`src/rtl/ena_seq_if.sv`:
```
// Handshake and scoreboard signals between ena_sequencer (master) and the
// counter harness (slave) it drives and checks.
interface ena_seq_if #(
  parameter int WIDTH = 4,
  parameter int GAP_W = 4
);
  logic             start;
  logic [WIDTH-1:0] burst_len;
  logic [GAP_W-1:0] gap;
  logic [WIDTH-1:0] count_in;
  logic             ena;
  logic             busy;
  logic             done;
  logic             mismatch;
  logic [WIDTH-1:0] exp_count;
  logic             limit_ok;

  modport master (
    input  start, burst_len, gap, count_in,
    output ena, busy, done, mismatch, exp_count, limit_ok
  );

  modport slave (
    output start, burst_len, gap, count_in,
    input  ena, busy, done, mismatch, exp_count, limit_ok
  );
endinterface

```
`src/rtl/ena_sequencer.sv`:
```
// Issues a programmed burst of ena pulses to an up-counter and scoreboards the
// returned count. Optional limit check enabled by ENA_SEQ_LIMIT_CHECK_EN.
module ena_sequencer #(
  parameter int WIDTH = 4,
  parameter int GAP_W = 4,
  parameter int LIMIT = 5
) (
  input logic      clk,
  input logic      rst,
  ena_seq_if.master bus
);

  typedef enum logic [2:0] {
    S_IDLE,
    S_PULSE,
    S_GAP,
    S_CHECK,
    S_DONE
  } state_e;

  state_e           state_q, state_d;
  logic [WIDTH-1:0] exp_q, exp_d;
  logic [WIDTH-1:0] rem_q, rem_d;
  logic [GAP_W-1:0] gap_r_q, gap_r_d;
  logic [GAP_W-1:0] gap_cnt_q, gap_cnt_d;
  logic             mismatch_q, mismatch_d;

  // NOTE: state registers use non-blocking assignments so every flop samples
  // the pre-edge value of every other flop, independent of block ordering.
  always_ff @(posedge clk) begin
    if (rst) begin
      state_q    <= S_IDLE;
      exp_q      <= '0;
      rem_q      <= '0;
      gap_r_q    <= '0;
      gap_cnt_q  <= '0;
      mismatch_q <= 1'b0;
    end else begin
      state_q    <= state_d;
      exp_q      <= exp_d;
      rem_q      <= rem_d;
      gap_r_q    <= gap_r_d;
      gap_cnt_q  <= gap_cnt_d;
      mismatch_q <= mismatch_d;
    end
  end

  // NOTE: every next-state variable is defaulted to its held value first, so
  // no path through the case statement can leave one unassigned (no latch).
  always_comb begin
    state_d    = state_q;
    exp_d      = exp_q;
    rem_d      = rem_q;
    gap_r_d    = gap_r_q;
    gap_cnt_d  = gap_cnt_q;
    mismatch_d = mismatch_q;

    unique case (state_q)
      S_IDLE: begin
        if (bus.start) begin
          exp_d      = bus.count_in;
          rem_d      = bus.burst_len;
          gap_r_d    = bus.gap;
          mismatch_d = 1'b0;
          state_d    = (bus.burst_len == '0) ? S_DONE : S_PULSE;
        end
      end
      S_PULSE: begin
        exp_d = exp_q + WIDTH'(1);
        rem_d = rem_q - WIDTH'(1);
        if (rem_q == WIDTH'(1)) begin
          state_d = S_CHECK;
        end else if (gap_r_q == '0) begin
          state_d = S_PULSE;
        end else begin
          gap_cnt_d = gap_r_q;
          state_d   = S_GAP;
        end
      end
      S_GAP: begin
        gap_cnt_d = gap_cnt_q - GAP_W'(1);
        if (gap_cnt_q == GAP_W'(1)) state_d = S_PULSE;
      end
      S_CHECK: state_d = S_DONE;
      S_DONE:  state_d = S_IDLE;
      default: state_d = S_IDLE;
    endcase

    // The counter registers ena, so count_in tracks exp_q cycle for cycle.
    if ((state_q inside {S_PULSE, S_GAP, S_CHECK}) && (bus.count_in != exp_q)) begin
      mismatch_d = 1'b1;
    end
  end

  assign bus.ena       = (state_q == S_PULSE);
  assign bus.busy      = (state_q != S_IDLE);
  assign bus.done      = (state_q == S_DONE);
  assign bus.mismatch  = mismatch_q;
  assign bus.exp_count = exp_q;

`ifdef ENA_SEQ_LIMIT_CHECK_EN
  logic ena_dly_q;

  always_ff @(posedge clk) begin
    if (rst) ena_dly_q <= 1'b0;
    else     ena_dly_q <= (state_q == S_PULSE);
  end

  assign bus.limit_ok = !(ena_dly_q && (int'(bus.count_in) >= LIMIT));
`else
  assign bus.limit_ok = 1'b1;
`endif

endmodule
```
`src/flat_wrapper.sv`:
```
// flat-port wrapper written by rule: the top's interface ports become plain ports
module ena_sequencer_flat 
#(
  parameter int WIDTH = 4,
  parameter int GAP_W = 4,
  parameter int LIMIT = 5
)
  (clk, rst, bus_start, bus_burst_len, bus_gap, bus_count_in, bus_ena, bus_busy, bus_done, bus_mismatch, bus_exp_count, bus_limit_ok);
  ena_seq_if #(.WIDTH(WIDTH), .GAP_W(GAP_W)) bus_i ();
  input logic clk;
  input logic rst;
  input wire logic [$bits(bus_i.start)-1:0] bus_start;
  input wire logic [$bits(bus_i.burst_len)-1:0] bus_burst_len;
  input wire logic [$bits(bus_i.gap)-1:0] bus_gap;
  input wire logic [$bits(bus_i.count_in)-1:0] bus_count_in;
  output wire logic [$bits(bus_i.ena)-1:0] bus_ena;
  output wire logic [$bits(bus_i.busy)-1:0] bus_busy;
  output wire logic [$bits(bus_i.done)-1:0] bus_done;
  output wire logic [$bits(bus_i.mismatch)-1:0] bus_mismatch;
  output wire logic [$bits(bus_i.exp_count)-1:0] bus_exp_count;
  output wire logic [$bits(bus_i.limit_ok)-1:0] bus_limit_ok;
  assign bus_i.start = bus_start;
  assign bus_i.burst_len = bus_burst_len;
  assign bus_i.gap = bus_gap;
  assign bus_i.count_in = bus_count_in;
  assign bus_ena = bus_i.ena;
  assign bus_busy = bus_i.busy;
  assign bus_done = bus_i.done;
  assign bus_mismatch = bus_i.mismatch;
  assign bus_exp_count = bus_i.exp_count;
  assign bus_limit_ok = bus_i.limit_ok;
  ena_sequencer #(.WIDTH(WIDTH), .GAP_W(GAP_W), .LIMIT(LIMIT)) u_core (.clk(clk), .rst(rst), .bus(bus_i));
endmodule
```
`config.mk`:
```
export PLATFORM = sky130hd
export DESIGN_NAME = ena_sequencer_flat
export DESIGN_NICKNAME = d
export VERILOG_FILES = /design/src/rtl/ena_seq_if.sv /design/src/rtl/ena_sequencer.sv /design/src/flat_wrapper.sv
export SDC_FILE = /design/constraint.sdc
export NUM_CORES = 1
export LEC_CHECK = 0
export BUFFER_PORTS_ARGS = -buffer_cell sky130_fd_sc_hd__clkbuf_2
export CORE_ASPECT_RATIO = 0.5
export CORE_MARGIN = 5
export CORE_UTILIZATION = 42
export CTS_BUF_LIST = sky130_fd_sc_hd__clkbuf_8
export DETAILED_ROUTE_END_ITERATION = 7
export SLEW_MARGIN = 10
export SYNTH_ARGS = -nofsm -noshare
export SYNTH_HDL_FRONTEND = slang
export SYNTH_SLANG_ARGS = --single-unit
export TNS_END_PERCENT = 1
```
`constraint.sdc`:
```
create_clock -name clk -period 4.5 [get_ports clk]
set_input_delay 0.45 -clock clk [delete_from_list [all_inputs] [get_ports clk]]
set_output_delay 0.45 -clock clk [all_outputs]
set_load 0.02 [all_outputs]
```
==> results of run 1 <==
-- sequential cells by signal (all words and copies together) (netlist names) --
register and count:
u_core.bus.exp_count 4, u_core.bus.mismatch 1, u_core.state_q 3, u_core.rem_q 4
u_core.gap_cnt_q 4, u_core.gap_r_q 4
-- synth_stat cells (all sizes together) --
master / count / area, µm²
a2bb2oi: 2 / 17.5
nor3b: 1 / 12.5
inv: 5 / 18.8
a21oi: 23 / 115
nand2: 15 / 56.3
o21ai: 4 / 20.0
or3: 1 / 6.26
dfxtp: 20 / 400
a31oi: 3 / 33.8
nand2b: 2 / 12.5
a21o: 2 / 15.0
conb: 1 / 3.75
a2111oi: 1 / 15.0
buf: 7 / 43.8
a32oi: 1 / 8.76
nor2: 17 / 66.3
clkinv: 1 / 5.00
ha: 5 / 62.6
clkbuf: 2 / 7.51
o21bai: 1 / 7.51
or4: 3 / 26.3
nand3b: 2 / 15.0
and2: 1 / 6.26
nor4b: 1 / 23.8
a211o: 1 / 8.76
nand3: 3 / 15.0
or3b: 4 / 35.0
a22oi: 1 / 7.51
nand4: 2 / 12.5
xnor2: 4 / 35.0
a221oi: 2 / 17.5
nor3: 7 / 35.0
-- per-stage QoR --
stage	std cells	instance area [µm²]	setup WS, ps
finish	199	1330	2280
global route	199	1330	2210
CTS	199	1330	2270
detailed placement	195	1270	2560
global placement	195	1270	2580
floorplan	145	1170	2960
-- tightest hold or removal path, delay by kind of cell --
| kind | cells | cell delay (ps) |
|---|---|---|
| buf+inv | 1 | 80 |
| compound gates | 1 | 50 |
| simple gates | 1 | 40 |
-- final cells by class --
cell class              count  area share
clock buffers               4      0.0415
inverters                   6      0.0179
multi-input cells         110       0.521
flip-flops and latches     20       0.302
well taps                  37      0.0349
repair buffers             22      0.0830
-- where the power goes --
part	internal, mW	total [mW]	switching [mW]
logic	0.0890	0.210	0.121
clock network	0.0778	0.136	0.0579
registers	0.205	0.245	0.0403
total	0.371	0.591	0.219
-- how the worst max path moves through the flow --
stage | from | endpoint | slack (ps)
6_report | u_core.state_q[0] | bus_ena | 2280
5_1_grt | u_core.state_q[0] | bus_ena | 2210
4_1_cts | u_core.state_q[0] | bus_ena | 2270
3_5_place_dp | u_core.state_q[0] | bus_ena | 2560
3_3_place_gp | u_core.state_q[0] | bus_ena | 2580
2_1_floorplan | u_core.rem_q[0] | u_core.gap_cnt_q[1] | 2960
-- metal layers --
| layer | vias to the layer above | track usage | part of all wire | routed length (µm) |
|---|---|---|---|---|
| li1 | 555 | - | - | - |
| met4 | 0 | 0.0284 | 0 | 0 |
| met5 | - | 0 | 0 | 0 |
| met2 | 11 | 0.216 | 0.44 | 1120 |
| met3 | 0 | 0.0455 | 0.026 | 66 |
| met1 | 483 | 0.187 | 0.54 | 1370 |
-- cell families (layout without fill, tap and decap cells) --
group                    after synthesis  after routing  share of synthesized area
flip-flops                            20             20                      0.343
other                                  1              1                    0.00322
AND/OR/NAND/NOR                       59             59                      0.277
adder cells (fa/ha/maj)                5              5                     0.0536
buffers and inverters                 15             32                     0.0644
XOR/XNOR                               4              4                     0.0300
AO/OA/AOI/OAI                         41             41                      0.229
-- cells in the final DEF (no fill, tap or decap), drive strengths merged, types with 2 or more instances in the layout --
cell type / count
nor3: 7
xnor2: 4
a21oi: 23
or4: 3
a31oi: 3
clkbuf: 26
o21ai: 4
nand2: 15
nand3b: 2
ha: 5
nand4: 2
a221oi: 2
a21o: 2
or3b: 4
nand3: 3
inv: 5
dfxtp: 20
a2bb2oi: 2
nand2b: 2
nor2: 17
==> impl_table.tex, run 1 <==
\begin{tabular}{lr}
\hline
Metric & Value \\
\hline
\multicolumn{2}{l}{\textbf{Outcome}} \\
\quad Status & finished clean \\
\multicolumn{2}{l}{\textbf{STA}} \\
\quad Final setup violating endpoints & 0 \\
\quad Clock period minus final worst setup slack & 2220 ps \\
\quad Worst hold margin & $\sim$400 ps \\
\quad Clock tree skew after final layout & roughly 1.4 ps \\
\quad RSZ-0062 raised after global routing & no \\
\quad Number of hold-slack violations in the final timing report & 0 \\
\quad Final-layout setup total negative slack & 0 ps \\
\quad Achievable Freq & between 0.4 and 0.5 GHz \\
\quad Least-Margin Pin Slew & 757 ps \\
\quad Ratio of final minimum period to clock period & 0.493 \\
\quad Max\_slew headroom & 0.493 \\
\quad Final-report max-slew violation count & 0 \\
\multicolumn{2}{l}{\textbf{Global routing}} \\
\quad Global-route usage over all layers & 0.137 \\
\quad Largest net degree at the start of global routing & 20 \\
\quad Global-route wire length before repair & $\sim$4300 µm \\
\quad Sum of overflow across all layers after global routing & 0 \\
\quad Antenna violations before repair & 0 \\
\quad Number of global-route vias before repair & slightly above 900 \\
\multicolumn{2}{l}{\textbf{Synthesis}} \\
\quad Total nets after synthesis & 165 \\
\quad Avg Synthesized Cell Area & 8.04 µm² \\
\quad Gate Count Post-Synth & approximately 150 \\
\quad Fraction of the yosys area taken by sequential cells & 0.343 \\
\quad Total of warnings raised by yosys & 0 \\
\quad Flip-flop and latch count after synthesis & 20 \\
\quad Netlist Area Pre-Place & roughly 1200 µm² \\
\quad Distinct cell type count of the synthesized netlist & 38 \\
\multicolumn{2}{l}{\textbf{CTS}} \\
\quad Cells resized by post-CTS repair & 0 \\
\quad Cell at the root of the clock tree & sky130\_fd\_sc\_hd\_\_clkbuf\_8 \\
\quad Total of hold buffers inserted after clock tree synthesis & 0 \\
\quad Number of clock sinks & 20 \\
\quad Worst-skew pair later-pin latency & between 200 and 300 ps \\
\quad Clock edge transition at the registers on the reported setup and hold paths & 70 ps \\
\quad CTS Buf Count & 3 \\
\quad Deepest clock path buffer count & 2 \\
\quad Number of setup buffers added after CTS & 0 \\
\quad Number of levels in the clock H-tree & 1 \\
\quad CTS tree & yes \\
\multicolumn{2}{l}{\textbf{Worst hold path}} \\
\quad Worst hold path stage count & 3 \\
\quad Min-delay worst type & in -> reg \\
\quad Hold Crit Start & bus\_gap[3] \\
\quad Hold path endpoint & u\_core.gap\_r\_q[3] \\
\multicolumn{2}{l}{\textbf{Placement}} \\
\quad Placed wire-length estimate & about 1900 µm \\
\quad Gpl congestion & about 0.74 \\
\quad IO Port Bufs & 22 \\
\multicolumn{2}{l}{\textbf{Drt}} \\
\quad DRC viols & 0 \\
\quad Remaining antenna violation count after routing & 0 \\
\quad Routed vias & about 1000 \\
\quad Mean routed wirelength per cell & 12.9 µm \\
\quad First-pass detailed-route iteration total & 4 \\
\quad Detailed-route vias per instance & between 5 and 6 \\
\quad Wire length reported by the detailed router & about 2600 µm \\
\quad Iteration-0 DRC count of the detailed router & 35 \\
\multicolumn{2}{l}{\textbf{Worst setup path}} \\
\quad Worst reg2reg startpoint & u\_core.state\_q[0] \\
\quad Peak per-stage delay on the critical path & slightly below 600 ps \\
\quad Stages on the worst setup path & 3 \\
\quad Worst Path Buf+Inv & 2 \\
\quad Worst R2R End & u\_core.gap\_cnt\_q[1] \\
\quad Arrival @ worst endpoint & 1770 ps \\
\quad Family of cells with the greatest summed delay on the critical path & flip-flops \\
\quad Kind of start point of the critical path & flop \\
\quad Slowest CP cell & sky130\_fd\_sc\_hd\_\_dfxtp\_1 \\
\quad Register-to-register setup slack & approximately 2600 ps \\
\quad Crit-path max FO & 13 \\
\quad Crit path cell chain & or3b\_1 -> clkinv\_2 -> clkbuf\_2 \\
\quad Crit Path Category & reg -> out \\
\quad Crit path capture type & output pin \\
\quad Count of cells along the worst register-to-register path & 5 \\
\quad Worst endpoint required time & roughly 4100 ps \\
\multicolumn{2}{l}{\textbf{Floorplan}} \\
\quad Number of cell rows & 13 \\
\quad IO Pins & 24 \\
\quad Core area & around 2600 µm² \\
\quad Initial core utilization & 0.445 \\
\quad Vertical die dimension & 47.3 µm \\
\quad Chip Width & approximately 85 µm \\
\quad Area enclosed by the die boundary & approximately 4000 µm² \\
\multicolumn{2}{l}{\textbf{Power}} \\
\quad Areal power density over the cells & roughly 450 nW/µm² \\
\quad Worst supply voltage drop on vdd & 0.168 mV \\
\quad Leakage dissipation & 0.516 nW \\
\quad Post-layout power & 0.591 mW \\
\multicolumn{2}{l}{\textbf{Final layout}} \\
\quad Number of antenna repair diodes & 0 \\
\quad Area used by sequential logic in the layout & 400 µm² \\
\quad Final layout net count & 183 \\
\quad Area occupied by multi-input gates & $\sim$690 µm² \\
\quad Area growth syn-to-layout & 13.7\% \\
\quad Fin util & 0.506 \\
\quad Ratio of cells with drive above 1 in the final layout & 0.210 \\
\quad Number of fill cells in the layout & about 280 \\
\multicolumn{2}{l}{\textbf{Run}} \\
\quad Number of violations of the max-capacitance limit & 0 \\
\hline
\end{tabular}
No activity file was read; power rests on OpenSTA's default activity.
==> run 2: changes to the inputs <==
--- a/config.mk
+++ b/config.mk
@@ -11,6 +11,7 @@
 export CORE_UTILIZATION = 42
 export CTS_BUF_LIST = sky130_fd_sc_hd__clkbuf_8
 export DETAILED_ROUTE_END_ITERATION = 7
+export PLACE_DENSITY = 0.66
 export SLEW_MARGIN = 10
 export SYNTH_ARGS = -nofsm -noshare
 export SYNTH_HDL_FRONTEND = slang
==> constraint.sdc (replaced) <==
create_clock -name clk -period 1.8 [get_ports clk]
set_input_delay 0.18 -clock clk [delete_from_list [all_inputs] [get_ports clk]]
set_output_delay 0.18 -clock clk [all_outputs]
set_load 0.02 [all_outputs]
==> impl_table.tex, run 2 (synthesis gave the netlist of run 1 again) <==
\begin{tabular}{lr}
\hline
Metric & Value \\
\hline
\multicolumn{2}{l}{\textbf{Outcome}} \\
\quad Status & finished clean \\
\multicolumn{2}{l}{\textbf{Worst setup path}} \\
\quad Worst endpoint required time & 1620 ps (-2430 ps) \\
\quad Worst R2R End & u\_core.state\_q[0] \\
\quad Crit path capture type & output pin \\
\quad Register-to-register setup slack & 130 ps (-2450 ps) \\
\quad Kind of start point of the critical path & flop \\
\quad Worst reg2reg startpoint & u\_core.state\_q[2] \\
\quad Count of cells along the worst register-to-register path & 4 (-1) \\
\quad Crit-path max FO & 11 (-2) \\
\quad Arrival @ worst endpoint & 1530 ps (-240 ps) \\
\quad Crit Path Category & reg -> out \\
\multicolumn{2}{l}{\textbf{Drt}} \\
\quad Remaining antenna violation count after routing & 0 (unchanged) \\
\quad Routed vias & 1085 (+3.4\%) \\
\quad First-pass detailed-route iteration total & 4 (unchanged) \\
\quad Detailed-route vias per instance & 5.27 (about the same) \\
\quad Iteration-0 DRC count of the detailed router & 134 (+280\%) \\
\quad Mean routed wirelength per cell & 13.0 µm (+1.1\%) \\
\quad Wire length reported by the detailed router & 2680 µm (+4.7\%) \\
\quad DRC viols & 0 (unchanged) \\
\multicolumn{2}{l}{\textbf{Floorplan}} \\
\quad Chip Width & 84.5 µm (unchanged) \\
\quad Area enclosed by the die boundary & 3990 µm² (unchanged) \\
\quad Initial core utilization & 0.445 (unchanged) \\
\quad IO Pins & 24 (unchanged) \\
\quad Vertical die dimension & 47.3 µm (unchanged) \\
\quad Number of cell rows & 13 (unchanged) \\
\quad Core area & 2620 µm² (unchanged) \\
\multicolumn{2}{l}{\textbf{Run}} \\
\quad Number of violations of the max-capacitance limit & 0 (unchanged) \\
\multicolumn{2}{l}{\textbf{Global routing}} \\
\quad Global routing met1 resource utilization & 0.174 (-0.0132) \\
\quad Met2 Track Usage GR & 0.253 (+0.0373) \\
\quad Number of global-route vias before repair & 963 (+3.0\%) \\
\quad Global-route usage over all layers & 0.143 (+0.00585) \\
\quad Largest net degree at the start of global routing & 19 (-5.0\%) \\
\quad Sum of overflow across all layers after global routing & 0 (unchanged) \\
\quad Antenna violations before repair & 0 (unchanged) \\
\quad Met3 capacity usage during global routing & 0.0420 (-0.00350) \\
\quad Global-route wire length before repair & 4410 µm (+2.6\%) \\
\quad Highest-utilization routing layer at the global route stage & met2 \\
\multicolumn{2}{l}{\textbf{CTS}} \\
\quad Clock edge transition at the registers on the reported setup and hold paths & 70 ps (about the same) \\
\quad Cells resized by post-CTS repair & 0 (unchanged) \\
\quad Cell at the root of the clock tree & sky130\_fd\_sc\_hd\_\_clkbuf\_8 \\
\quad Worst-skew pair later-pin latency & 260 ps (about the same) \\
\quad Total of hold buffers inserted after clock tree synthesis & 0 (unchanged) \\
\quad Number of setup buffers added after CTS & 0 (unchanged) \\
\quad CTS tree & yes \\
\quad CTS Buf Count & 3 (unchanged) \\
\quad Number of levels in the clock H-tree & 1 (unchanged) \\
\quad Deepest clock path buffer count & 2 (unchanged) \\
\quad Number of clock sinks & 20 (unchanged) \\
\multicolumn{2}{l}{\textbf{Final layout}} \\
\quad Final layout net count & 190 (+3.8\%) \\
\quad Number of antenna repair diodes & 0 (unchanged) \\
\quad Area growth syn-to-layout & 18.2\% \\
\quad Fin util & 0.527 (+0.0201) \\
\quad Ratio of cells with drive above 1 in the final layout & 0.243 (+0.0327) \\
\quad Leading cell type in the layout, fill and taps excluded & sky130\_fd\_sc\_hd\_\_a21oi\_1 \\
\quad Leading cell types in the layout, fill and taps excluded & sky130\_fd\_sc\_hd\_\_a21oi\_1, sky130\_fd\_sc\_hd\_\_clkbuf\_2, sky130\_fd\_sc\_hd\_\_dfxtp\_1 \\
\multicolumn{2}{l}{\textbf{Placement}} \\
\quad IO Port Bufs & 22 (unchanged) \\
\quad Placed wire-length estimate & 2120 µm (+11\%) \\
\quad Gpl congestion & 0.787 (+7.0\%) \\
\multicolumn{2}{l}{\textbf{Worst hold path}} \\
\quad Min-delay worst type & in -> reg \\
\quad Worst hold path stage count & 3 (unchanged) \\
\quad Hold path endpoint & u\_core.gap\_r\_q[0] \\
\quad Hold Crit Start & bus\_gap[0] \\
\multicolumn{2}{l}{\textbf{STA}} \\
\quad Final-layout setup total negative slack & 0 ps (unchanged) \\
\quad Worst hold margin & 146 ps (-260 ps) \\
\quad Clock tree skew after final layout & 3.92 ps (+2.55 ps) \\
\quad Least-Margin Pin Slew & 505 ps (-252 ps) \\
\quad Achievable Freq & 0.586 GHz \\
\quad Final setup violating endpoints & 0 (unchanged) \\
\quad Clock period minus final worst setup slack & around 1700 ps \\
\quad Number of hold-slack violations in the final timing report & 0 (unchanged) \\
\quad Max\_slew headroom & 0.662 (+0.169) \\
\quad Final-report max-slew violation count & 0 (unchanged) \\
\quad RSZ-0062 raised after global routing & no \\
\quad Ratio of final minimum period to clock period & 0.948 \\
\multicolumn{2}{l}{\textbf{Power}} \\
\quad Worst supply voltage drop on vdd & 0.469 mV (+180\%) \\
\quad Leakage dissipation & 0.550 nW (+6.7\%) \\
\quad Areal power density over the cells & 1110 nW/µm² (+150\%) \\
\hline
\end{tabular}
-- run 2: cell type report --
| cell class | instances | area, µm² |
|---|---|---|
| fillers | 262 | 1240 |
| multi-input cells | 110 | 691 |
| flip-flops and latches | 20 | 400 |
| repair buffers | 29 | 163 |
| clock buffers | 4 | 55.1 |
| well taps | 37 | 46.3 |
| inverters | 6 | 23.8 |
-- run 2: how the worst max path moves through the flow --
stage / endpoint / cells after the start / startpoint / slack (ps)
detailed placement: u_core.gap_cnt_q[1] / 5 / u_core.state_q[2] / 160
global placement: u_core.state_q[0] / 4 / u_core.state_q[2] / 190
finish: bus_ena / 3 / u_core.state_q[2] / 90
CTS: bus_ena / 3 / u_core.state_q[2] / 90
global route: bus_ena / 3 / u_core.state_q[2] / 7
floorplan: u_core.gap_cnt_q[1] / 5 / u_core.rem_q[0] / 260
-- run 2: power by group --
group,total [mW],leakage [nW],internal (mW),switching [mW]
clock,0.342,0.0288,0.195,0.147
combinational,0.587,0.357,0.256,0.330
sequential,0.597,0.164,0.512,0.0858
-- run 2: stage by stage --
step | instances | power [mW] | worst slack [ps] | area (µm²)
global route | 206 | 1.63 | 7.26 | 1380
floorplan | 145 | 1.03 | 256 | 1170
CTS | 206 | 1.54 | 89.4 | 1380
finish | 206 | 1.53 | 93.0 | 1380
detailed placement | 202 | 1.19 | 161 | 1320
global placement | 202 | 1.18 | 186 | 1320
-- run 2: layer usage --
layer  part of all wire  vias up
met4             0.0049        0
li1                   -      561
met5                  0        -
met2               0.48       28
met3              0.049        2
met1               0.47      494
-- run 2: worst max-delay path, stage by stage, from the launching register on --
cell                       delay (ps)
sky130_fd_sc_hd__dfxtp_1          420
sky130_fd_sc_hd__or3b_1           460
sky130_fd_sc_hd__clkinv_2         180
sky130_fd_sc_hd__clkbuf_2         210
==> run 3: changes to the inputs <==
--- a/config.mk
+++ b/config.mk
@@ -8,10 +8,9 @@
 export BUFFER_PORTS_ARGS = -buffer_cell sky130_fd_sc_hd__clkbuf_2
 export CORE_ASPECT_RATIO = 0.5
 export CORE_MARGIN = 5
-export CORE_UTILIZATION = 42
+export CORE_UTILIZATION = 35
 export CTS_BUF_LIST = sky130_fd_sc_hd__clkbuf_8
 export DETAILED_ROUTE_END_ITERATION = 7
-export PLACE_DENSITY = 0.66
 export SLEW_MARGIN = 10
 export SYNTH_ARGS = -nofsm -noshare
 export SYNTH_HDL_FRONTEND = slang
==> impl_table.tex, run 3 (synthesis gave the netlist of run 1 again) <==
\begin{tabular}{lr}
\hline
Metric & Value \\
\hline
\multicolumn{2}{l}{\textbf{Outcome}} \\
\quad Status & finished clean \\
\multicolumn{2}{l}{\textbf{Power}} \\
\quad Worst supply voltage drop on vdd & 0.433 mV (-7.7\%) \\
\quad Leakage dissipation & 0.558 nW (+1.5\%) \\
\quad Areal power density over the cells & 1120 nW/µm² (+1.5\%) \\
\multicolumn{2}{l}{\textbf{Global routing}} \\
\quad Number of global-route vias before repair & 1000 (+3.8\%) \\
\quad Antenna violations before repair & 0 (unchanged) \\
\quad Largest net degree at the start of global routing & 19 (unchanged) \\
\quad Global-route wire length before repair & 4530 µm (+2.7\%) \\
\quad Sum of overflow across all layers after global routing & 0 (unchanged) \\
\quad Global-route usage over all layers & 0.121 (-0.0223) \\
\multicolumn{2}{l}{\textbf{Final layout}} \\
\quad Number of antenna repair diodes & 0 (unchanged) \\
\quad Fin util & 0.450 (-0.0762) \\
\quad Leading cell type in the layout, fill and taps excluded & sky130\_fd\_sc\_hd\_\_a21oi\_1 \\
\quad Final layout net count & 191 (+0.53\%) \\
\quad Number of fill cells in the layout & 289 (+10\%) \\
\quad Finished Layout Cells & 210 (+1.9\%) \\
\quad Leading cell types in the layout, fill and taps excluded & sky130\_fd\_sc\_hd\_\_a21oi\_1, sky130\_fd\_sc\_hd\_\_clkbuf\_2, sky130\_fd\_sc\_hd\_\_dfxtp\_1 \\
\quad Area growth syn-to-layout & 19.7\% \\
\quad Ratio of cells with drive above 1 in the final layout & 0.265 (+0.0221) \\
\multicolumn{2}{l}{\textbf{Worst hold path}} \\
\quad Min-delay worst type & in -> reg \\
\quad Hold Crit Start & bus\_gap[1] \\
\multicolumn{2}{l}{\textbf{Worst setup path}} \\
\quad Worst endpoint required time & 1620 ps (about the same) \\
\quad Worst reg2reg startpoint & u\_core.rem\_q[0] \\
\quad Peak per-stage delay on the critical path & 430 ps (-30 ps) \\
\quad Family of cells with the greatest summed delay on the critical path & buffers and inverters \\
\quad Crit path cell chain & or3b\_4 -> inv\_4 -> buf\_4 -> clkbuf\_2 \\
\quad Arrival @ worst endpoint & 1550 ps (+20 ps) \\
\quad Kind of start point of the critical path & flop \\
\quad Crit-path max FO & 7 (-4) \\
\quad Worst Path Buf+Inv & 3 (+1) \\
\quad Slowest CP cell & sky130\_fd\_sc\_hd\_\_or3b\_4 \\
\quad CP Launch Point & u\_core.state\_q[0] \\
\quad Crit Path Category & reg -> out \\
\quad Crit path capture type & output pin \\
\multicolumn{2}{l}{\textbf{Floorplan}} \\
\quad Vertical die dimension & 50.8 µm (+7.5\%) \\
\quad Area enclosed by the die boundary & 4660 µm² (+17\%) \\
\quad Chip Width & 91.6 µm (+8.4\%) \\
\quad Number of cell rows & 14 (+1) \\
\quad IO Pins & 24 (unchanged) \\
\quad Initial core utilization & 0.376 (-0.0692) \\
\quad Core area & 3100 µm² (+18\%) \\
\multicolumn{2}{l}{\textbf{CTS}} \\
\quad Number of levels in the clock H-tree & 1 (unchanged) \\
\quad CTS Buf Count & 3 (unchanged) \\
\quad CTS tree & yes \\
\quad Cell at the root of the clock tree & sky130\_fd\_sc\_hd\_\_clkbuf\_8 \\
\quad Number of clock sinks & 20 (unchanged) \\
\quad Worst-skew pair later-pin latency & 270 ps (about the same) \\
\quad Number of setup buffers added after CTS & 0 (unchanged) \\
\quad Deepest clock path buffer count & 2 (unchanged) \\
\quad Clock edge transition at the registers on the reported setup and hold paths & 80 ps (about the same) \\
\multicolumn{2}{l}{\textbf{STA}} \\
\quad RSZ-0062 raised after global routing & no \\
\quad Final-layout setup total negative slack & 0 ps (unchanged) \\
\quad Clock tree skew after final layout & 4.11 ps (+0.189 ps) \\
\quad Number of hold-slack violations in the final timing report & 0 (unchanged) \\
\quad Final setup violating endpoints & 0 (unchanged) \\
\quad Ratio of final minimum period to clock period & 0.960 (+0.0122) \\
\quad Final-report max-slew violation count & 0 (unchanged) \\
\quad Achievable Freq & 0.578 GHz (-1.3\%) \\
\quad Worst hold margin & 128 ps (-17.9 ps) \\
\quad Clock period minus final worst setup slack & 1730 ps (+21.9 ps) \\
\multicolumn{2}{l}{\textbf{Run}} \\
\quad Number of violations of the max-capacitance limit & 0 (unchanged) \\
\multicolumn{2}{l}{\textbf{Drt}} \\
\quad Mean routed wirelength per cell & 13.4 µm (+3.0\%) \\
\quad Wire length reported by the detailed router & 2810 µm (+5.0\%) \\
\quad DRC viols & 0 (unchanged) \\
\quad Iteration-0 DRC count of the detailed router & 58 (-57\%) \\
\quad First-pass detailed-route iteration total & 6 (+2) \\
\quad Routed vias & 1102 (+1.6\%) \\
\quad Remaining antenna violation count after routing & 0 (unchanged) \\
\quad Detailed-route vias per instance & 5.25 (-0.37\%) \\
\multicolumn{2}{l}{\textbf{Placement}} \\
\quad Placed wire-length estimate & 2090 µm (-1.4\%) \\
\quad Cell total after placement & 206 (+2.0\%) \\
\quad IO Port Bufs & 22 (unchanged) \\
\quad Gpl congestion & 0.712 (-9.5\%) \\
\hline
\end{tabular}
==> run 3: cell count changes in the layout (fill, tap and decap cells not counted), sizes merged <==
cell    change
buf         +1
inv         +1
clkinv      -1
==> run 3: final timing paths <==
path,slack (ps),depth (start not counted),end
setup / recovery,70,4,bus_ena
hold / removal,130,3,u_core.gap_r_q[1]
setup reg to reg,150,5,u_core.gap_cnt_q[1]
hold reg to reg,490,2,u_core.gap_r_q[3]
==> run 3: tightest hold or removal path: stages <==
cell and delay [ps]:
sky130_fd_sc_hd__clkbuf_2 80, sky130_fd_sc_hd__nand2_1 50, sky130_fd_sc_hd__a21oi_1 50
==> run 3: final cells by class <==
type | count | area (µm²) | share of cell area
flip-flops and latches | 20 | 403 | 0.289
repair buffers | 30 | 170 | 0.122
clock buffers | 4 | 55.1 | 0.0394
inverters | 6 | 25.0 | 0.0179
multi-input cells | 110 | 693 | 0.496
well taps | 40 | 50.0 | 0.0358
==> run 3: routing by layer <==
metal | GRT usage | up-vias | routed length (µm) | part of all wire
met3 | 0.0308 | 4 | 77 | 0.027
met2 | 0.201 | 20 | 1280 | 0.46
met5 | 0 | - | 0 | 0
met1 | 0.154 | 511 | 1420 | 0.50
met4 | 0.0425 | 0 | 35 | 0.012
li1 | - | 567 | - | -
==> run 3: what timing repair did <==
item | 4_1_cts | 5_1_grt
resized for setup | 2 | 2
setup endpoints to repair | 1 | 1
hold buffers | 0 | 0
==> run 3: report_power, final <==
part           switching (mW)  internal, mW  leakage [nW]  total, mW
logic                   0.338         0.268         0.364      0.607
registers              0.0879         0.513         0.165      0.601
clock network           0.165         0.195        0.0288      0.360
==> run 3: per-stage QoR <==
step                      setup WS, ps  power, mW  area [µm²]
after floorplan                    256       1.03        1170
after global placement             188       1.20        1340
after detailed placement           161       1.20        1340
after CTS                         39.5       1.56        1390
after global routing              18.2       1.67        1400
final                             71.1       1.57        1400
